$ cat src/rtl/exec_lane_alu.sv
// exec_lane_alu
// Two-stage pipelined execution ALU for the vector datapath. A beat accepted
// over the in_valid/in_ready handshake is captured in stage 1. Stage 2 computes
// the lane results and registers them for the out_valid/out_ready handshake.
// Integer ops wrap. Fixed-point (Q-format) ops saturate per lane.
//
// Ports:
//   clk, rst_n          clock (rising edge), asynchronous active-low reset
//   in_valid/in_ready   input beat handshake (in_ready is combinational from out_ready)
//   opcode[4:3]         mode: 00 scalar int, 01 scalar fixed, 10 vector int, 11 vector fixed
//   opcode[2:0]         op: 000 ADD, 001 SUB, 010 MUL, others illegal
//   a, b                packed operands, lane i = [i*DATA_WIDTH +: DATA_WIDTH]
//   out_valid/out_ready result beat handshake
//   result              packed lane results, same packing as a/b
//   sat                 per-lane clamp flag (fixed modes only)
//   illegal             unsupported op; result and sat are zero
module exec_lane_alu #(
  parameter int DATA_WIDTH = 16,
  parameter int NUM_LANES  = 4,
  parameter int FRAC_BITS  = 8
) (
  input  logic                            clk,
  input  logic                            rst_n,
  input  logic                            in_valid,
  output logic                            in_ready,
  input  logic [4:0]                      opcode,
  input  logic [NUM_LANES*DATA_WIDTH-1:0] a,
  input  logic [NUM_LANES*DATA_WIDTH-1:0] b,
  output logic                            out_valid,
  input  logic                            out_ready,
  output logic [NUM_LANES*DATA_WIDTH-1:0] result,
  output logic [NUM_LANES-1:0]            sat,
  output logic                            illegal
);

  localparam int W  = DATA_WIDTH;
  localparam int VW = NUM_LANES * DATA_WIDTH;

  typedef enum logic [2:0] {
    OP_ADD = 3'b000,
    OP_SUB = 3'b001,
    OP_MUL = 3'b010
  } op_e;

  // Saturation bounds expressed in the 2W-bit working width.
  localparam logic signed [2*W-1:0] SAT_MAX = {{(W+1){1'b0}}, {(W-1){1'b1}}};
  localparam logic signed [2*W-1:0] SAT_MIN = {{(W+1){1'b1}}, {(W-1){1'b0}}};

  logic          s1_valid_q, s1_valid_d;
  logic [4:0]    s1_opcode_q, s1_opcode_d;
  logic [VW-1:0] s1_a_q, s1_a_d;
  logic [VW-1:0] s1_b_q, s1_b_d;

  logic          out_valid_q, out_valid_d;
  logic [VW-1:0] result_q, result_d;
  logic [NUM_LANES-1:0] sat_q, sat_d;
  logic          illegal_q, illegal_d;

  logic s2_adv, s1_adv;

  logic [VW-1:0]        calc_result;
  logic [NUM_LANES-1:0] calc_sat;
  logic                 calc_illegal;
  logic                 is_fixed, is_vector;
  op_e                  op_sel;

  logic signed [2*W-1:0] ext_a, ext_b;
  logic signed [2*W-1:0] full_sum, full_diff, full_prod, prod_shift;
  logic signed [2*W-1:0] lane_wide;
  logic [W-1:0]          int_val;

  // Lane datapath. Operands are sign-extended to 2W bits so that sums,
  // differences and full products are exact before wrapping or clamping.
  always_comb begin
    calc_result  = '0;
    calc_sat     = '0;
    is_fixed     = s1_opcode_q[3];
    is_vector    = s1_opcode_q[4];
    op_sel       = op_e'(s1_opcode_q[2:0]);
    calc_illegal = (s1_opcode_q[2:0] > 3'd2);
    ext_a        = '0;
    ext_b        = '0;
    full_sum     = '0;
    full_diff    = '0;
    full_prod    = '0;
    prod_shift   = '0;
    lane_wide    = '0;
    int_val      = '0;
    for (int i = 0; i < NUM_LANES; i++) begin
      ext_a      = {{W{s1_a_q[i*W+W-1]}}, s1_a_q[i*W +: W]};
      ext_b      = {{W{s1_b_q[i*W+W-1]}}, s1_b_q[i*W +: W]};
      full_sum   = ext_a + ext_b;
      full_diff  = ext_a - ext_b;
      full_prod  = ext_a * ext_b;
      // Arithmetic shift truncates toward minus infinity.
      prod_shift = full_prod >>> FRAC_BITS;
      lane_wide  = '0;
      int_val    = '0;
      case (op_sel)
        OP_ADD: begin
          lane_wide = full_sum;
          int_val   = full_sum[W-1:0];
        end
        OP_SUB: begin
          lane_wide = full_diff;
          int_val   = full_diff[W-1:0];
        end
        OP_MUL: begin
          lane_wide = prod_shift;
          int_val   = full_prod[W-1:0];
        end
        default: begin
          lane_wide = '0;
          int_val   = '0;
        end
      endcase
      // Scalar modes only produce lane 0; illegal ops produce nothing.
      if (!calc_illegal && (is_vector || i == 0)) begin
        if (is_fixed) begin
          if (lane_wide > SAT_MAX) begin
            calc_result[i*W +: W] = SAT_MAX[W-1:0];
            calc_sat[i]           = 1'b1;
          end else if (lane_wide < SAT_MIN) begin
            calc_result[i*W +: W] = SAT_MIN[W-1:0];
            calc_sat[i]           = 1'b1;
          end else begin
            calc_result[i*W +: W] = lane_wide[W-1:0];
          end
        end else begin
          calc_result[i*W +: W] = int_val;
        end
      end
    end
  end

  // Flow control and next-state. Stage 2 advances when its slot is empty or
  // being drained; stage 1 advances when empty or when stage 2 advances.
  // Stage 2 output registers only change when a new valid beat arrives, so
  // they hold through stalls and bubbles.
  always_comb begin
    s2_adv      = !out_valid_q || out_ready;
    s1_adv      = !s1_valid_q || s2_adv;
    in_ready    = s1_adv;

    s1_valid_d  = s1_valid_q;
    s1_opcode_d = s1_opcode_q;
    s1_a_d      = s1_a_q;
    s1_b_d      = s1_b_q;
    out_valid_d = out_valid_q;
    result_d    = result_q;
    sat_d       = sat_q;
    illegal_d   = illegal_q;

    if (s1_adv) begin
      s1_valid_d = in_valid;
      if (in_valid) begin
        s1_opcode_d = opcode;
        s1_a_d      = a;
        s1_b_d      = b;
      end
    end

    if (s2_adv) begin
      out_valid_d = s1_valid_q;
      if (s1_valid_q) begin
        result_d  = calc_result;
        sat_d     = calc_sat;
        illegal_d = calc_illegal;
      end
    end
  end

  // Pipeline registers; reset discards any in-flight beats.
  always_ff @(posedge clk or negedge rst_n) begin
    if (!rst_n) begin
      s1_valid_q  <= 1'b0;
      s1_opcode_q <= '0;
      s1_a_q      <= '0;
      s1_b_q      <= '0;
      out_valid_q <= 1'b0;
      result_q    <= '0;
      sat_q       <= '0;
      illegal_q   <= 1'b0;
    end else begin
      s1_valid_q  <= s1_valid_d;
      s1_opcode_q <= s1_opcode_d;
      s1_a_q      <= s1_a_d;
      s1_b_q      <= s1_b_d;
      out_valid_q <= out_valid_d;
      result_q    <= result_d;
      sat_q       <= sat_d;
      illegal_q   <= illegal_d;
    end
  end

  assign out_valid = out_valid_q;
  assign result    = result_q;
  assign sat       = sat_q;
  assign illegal   = illegal_q;

endmodule

$ cat config.mk
export PLATFORM = sky130hd
export DESIGN_NAME = exec_lane_alu
export DESIGN_NICKNAME = d
export VERILOG_FILES = /design/src/rtl/exec_lane_alu.sv
export SDC_FILE = /design/constraint.sdc
export NUM_CORES = 2
export LEC_CHECK = 0
export CORE_UTILIZATION = 34
export DETAILED_ROUTE_END_ITERATION = 12
export SYNTH_ARGS = -nofsm -noshare
export SYNTH_HDL_FRONTEND = slang
export SYNTH_SLANG_ARGS = --single-unit
$ cat constraint.sdc
create_clock -name clk -period 7.7 [get_ports clk]
set_clock_uncertainty 0.15 [all_clocks]
set_input_delay 1.54 -clock clk [delete_from_list [all_inputs] [get_ports clk]]
set_output_delay 1.54 -clock clk [all_outputs]
set_load 0.005 [all_outputs]
==> summary.md <==
| Metric | Value |
|---|---|
| Clock slew at reported path FFs | 0.06 ns |
| Cell Area, Synth | 0.0552 mm^2 |
| Vias | 44100 |
| Kind of critical path | reg2reg |
| DIE WIDTH | 405 um |
| H-tree levels | 2 |
| Ports | 208 |
| Cell variety after synth | 90 |
| Grt total ovfl | 0 |
| Footprint of the multi-input gates | 0.0445 mm^2 |
| Syn_nets | 7826 |
| Worst Max-Slew Pin Slew | 1.16 ns |
| Register area share after synthesis | 9.25% |
| Iter 0 DRT Violations | 3089 |
| FP Rows | 147 |
| Starting Density | 34.3% |
| Top FF cell, synth | dfrtp_1 |
| First-pass GRT wire length | 276 mm |
| # fillers | 16100 |
| Cell taking the most area after synthesis | fa_1 |
| Arr. time, crit path | 7.85 ns |
| P&R area growth vs syn | 13.9% |
| FFs w/ async S/R, synth | 100% |
| Latest clock arrival within the worst-skew pair | 0.61 ns |
| Mean post-synth cell area | 8.94 um^2 |
| Synth top area share | 38.3% |
| CTS root buffer | clkbuf_16 |
| Initial antenna violation count | 3 |
| Hpwl dp | 146 mm |
| Crit path max fanout | 11 |
| Placed Instances | 8547 |
| EDFF count, synth | 0 |
| CTS tree | done |
| Drt first pass iters | 6 |
| Vias in the first global route | 46800 |
| Final Hold Viols | 0 |
| Worst min path class | reg2reg |
| Final wirelength | 175 mm |
| CP Launch Type | flip-flop |
| Yosys reg bits | 204 |
| Required time of the critical path | 8.03 ns |
| Run status | finished, final reports clean |
| Utilization after layout | 39.1% |
| Max clock buf depth | 3 |
| Final min period | 7.52 ns |
| Proportion of layout cells with a drive suffix above 1 | 10.0% |
| Clock buffer count from CTS | 34 |
| Setup ws final | 0.182 ns |
| Final period util | 97.6% |
| Crit end category | flip-flop |
| Largest cells by area after synthesis | fa_1, ha_1, dfrtp_1 |
| Synth warn | 0 |
| Vert. Die Dim | 405 um |
| WL per Instance | 20.3 um |
| Largest net degree at the start of global routing | 80 |
| GP Congestion | 0.935 |
| Most frequent cell after synthesis | inv_1 |
| Post-Layout Cell Count | 8639 |
| Clock sink count | 204 |
| Core area | 0.161 mm^2 |
| DRC Markers | 0 |
| PortBufs | 207 |
| Final Slew Violations | 0 |
| Final setup fails | 0 |
| Via density | 5.10 |
| Unrepaired setup endpoints after global routing | yes |
| DIE AREA | 0.164 mm^2 |
| Relative slew slack | 22.6% |
| Max-Cap Viols | 0 |
| Synth Instances | 6173 |
| Antenna viol nets, final | 0 |
| DP Worst Slack | -0.173 ns |
| Nets | 8106 |
| Tot GR Track Use | 21.8% |
| Synth cell count leaders | inv_1, fa_1, nand2_1, ha_1, and2_1 |
| Fmax | 0.133 GHz |
| Register area | 0.00518 mm^2 |
[registers in the layout, indices dropped and copies added (netlist names)]
signal and count:
s1_a_q 64, sat 4, out_valid 1, s1_valid_q 1
s1_opcode_q 5, illegal 1, result 64, s1_b_q 64
[path summary, 6_finish.rpt]
check	start	to	slack (ns)	depth (start not counted)
setup reg to reg	s1_b_q[52]	result[49]	0.18	25
setup / recovery	s1_b_q[52]	result[49]	0.18	25
max in group asynchronous	rst_n	s1_opcode_q[0]	4.96	2
hold reg to reg	result[38]	result[38]	0.33	2
min in group asynchronous	rst_n	s1_a_q[1]	0.81	1
hold / removal	result[38]	result[38]	0.33	2
[worst max-delay path, cell delays in order, from the launching register on]
cell and delay (ns):
dfrtp_2 0.50, buf_4 0.20, and2_1 0.16, fa_1 0.53
inv_1 0.05, fa_1 0.39, fa_1 0.51, fa_1 0.54
inv_1 0.05, fa_1 0.48, inv_1 0.05, fa_1 0.50
inv_1 0.06, ha_2 0.39, nand2_1 0.07, or3_1 0.31
a211o_1 0.29, and3_2 0.27, o211ai_1 0.26, mux2_2 0.39
a2111oi_2 0.31, a41oi_2 0.22, nor2_2 0.20, buf_4 0.19
o21ai_0 0.08, a32o_1 0.27
[per-layer routing]
layer  GRT usage [%]  wire length (um)  vias to the layer above
met5               0                 0                        -
met4            6.33              5400                        0
met3            4.06             13900                      248
met2            34.7             79800                     1572
met1            29.9             75900                    22400
li1                -                 -                    19900
[cell type report]
| type | count | area share, % |
|---|---|---|
| clock buffer | 44 | 1.49 |
| clock inverter | 17 | 0.312 |
| multi-input combinational | 4392 | 70.9 |
| sequential | 204 | 8.25 |
| timing repair buffer | 495 | 6.85 |
| inverter | 1326 | 7.93 |
| antenna | 1 | 0.00398 |
| tap | 2160 | 4.30 |
[kinds of logic after synthesis]
family,share of synthesized area [%]
AOI/OAI and AO/OA,11.2
muxes,3.00
and+or+nand+nor,14.2
DFF,9.25
buffers and inverters,10.8
xor gates and xnor gates,2.83
adders and majority gates,48.7
[cells in the final DEF, fill, tap and decap left out, drive strengths merged, types with 38 or more instances in the layout]
cell type	instances
a21o	46
a21oi	232
a32o	40
and2	391
buf	288
clkbuf	45
clkdlybuf4s50	206
dfrtp	204
fa	1056
ha	460
inv	1327
mux2	134
nand2	647
nand2b	52
nand3	41
nor2	293
nor3	52
o211ai	48
o21a	38
o21ai	209
xnor2	116
xor2	55
[per-stage QoR]
step                area [um^2]  hold slack [ns]  setup TNS (ns)
floorplan                 55200            0.320               0
global placement          61100            0.315           -1.28
detailed placement        61100            0.321           -2.97
CTS                       62200            0.336               0
global route              62900            0.371          -0.778
finish                    62900            0.334               0
[repair_timing]
action	4_1_cts	5_1_grt
setup endpoints to repair	43	64
cloned	0	3
hold buffers	0	0
gates resized for setup	7	140
buffers inserted	0	27
pin swaps	0	11
Power is left out: the tool's default activity adds up to more than one toggle a clock period on the data nets, which glitch-free logic cannot reach.
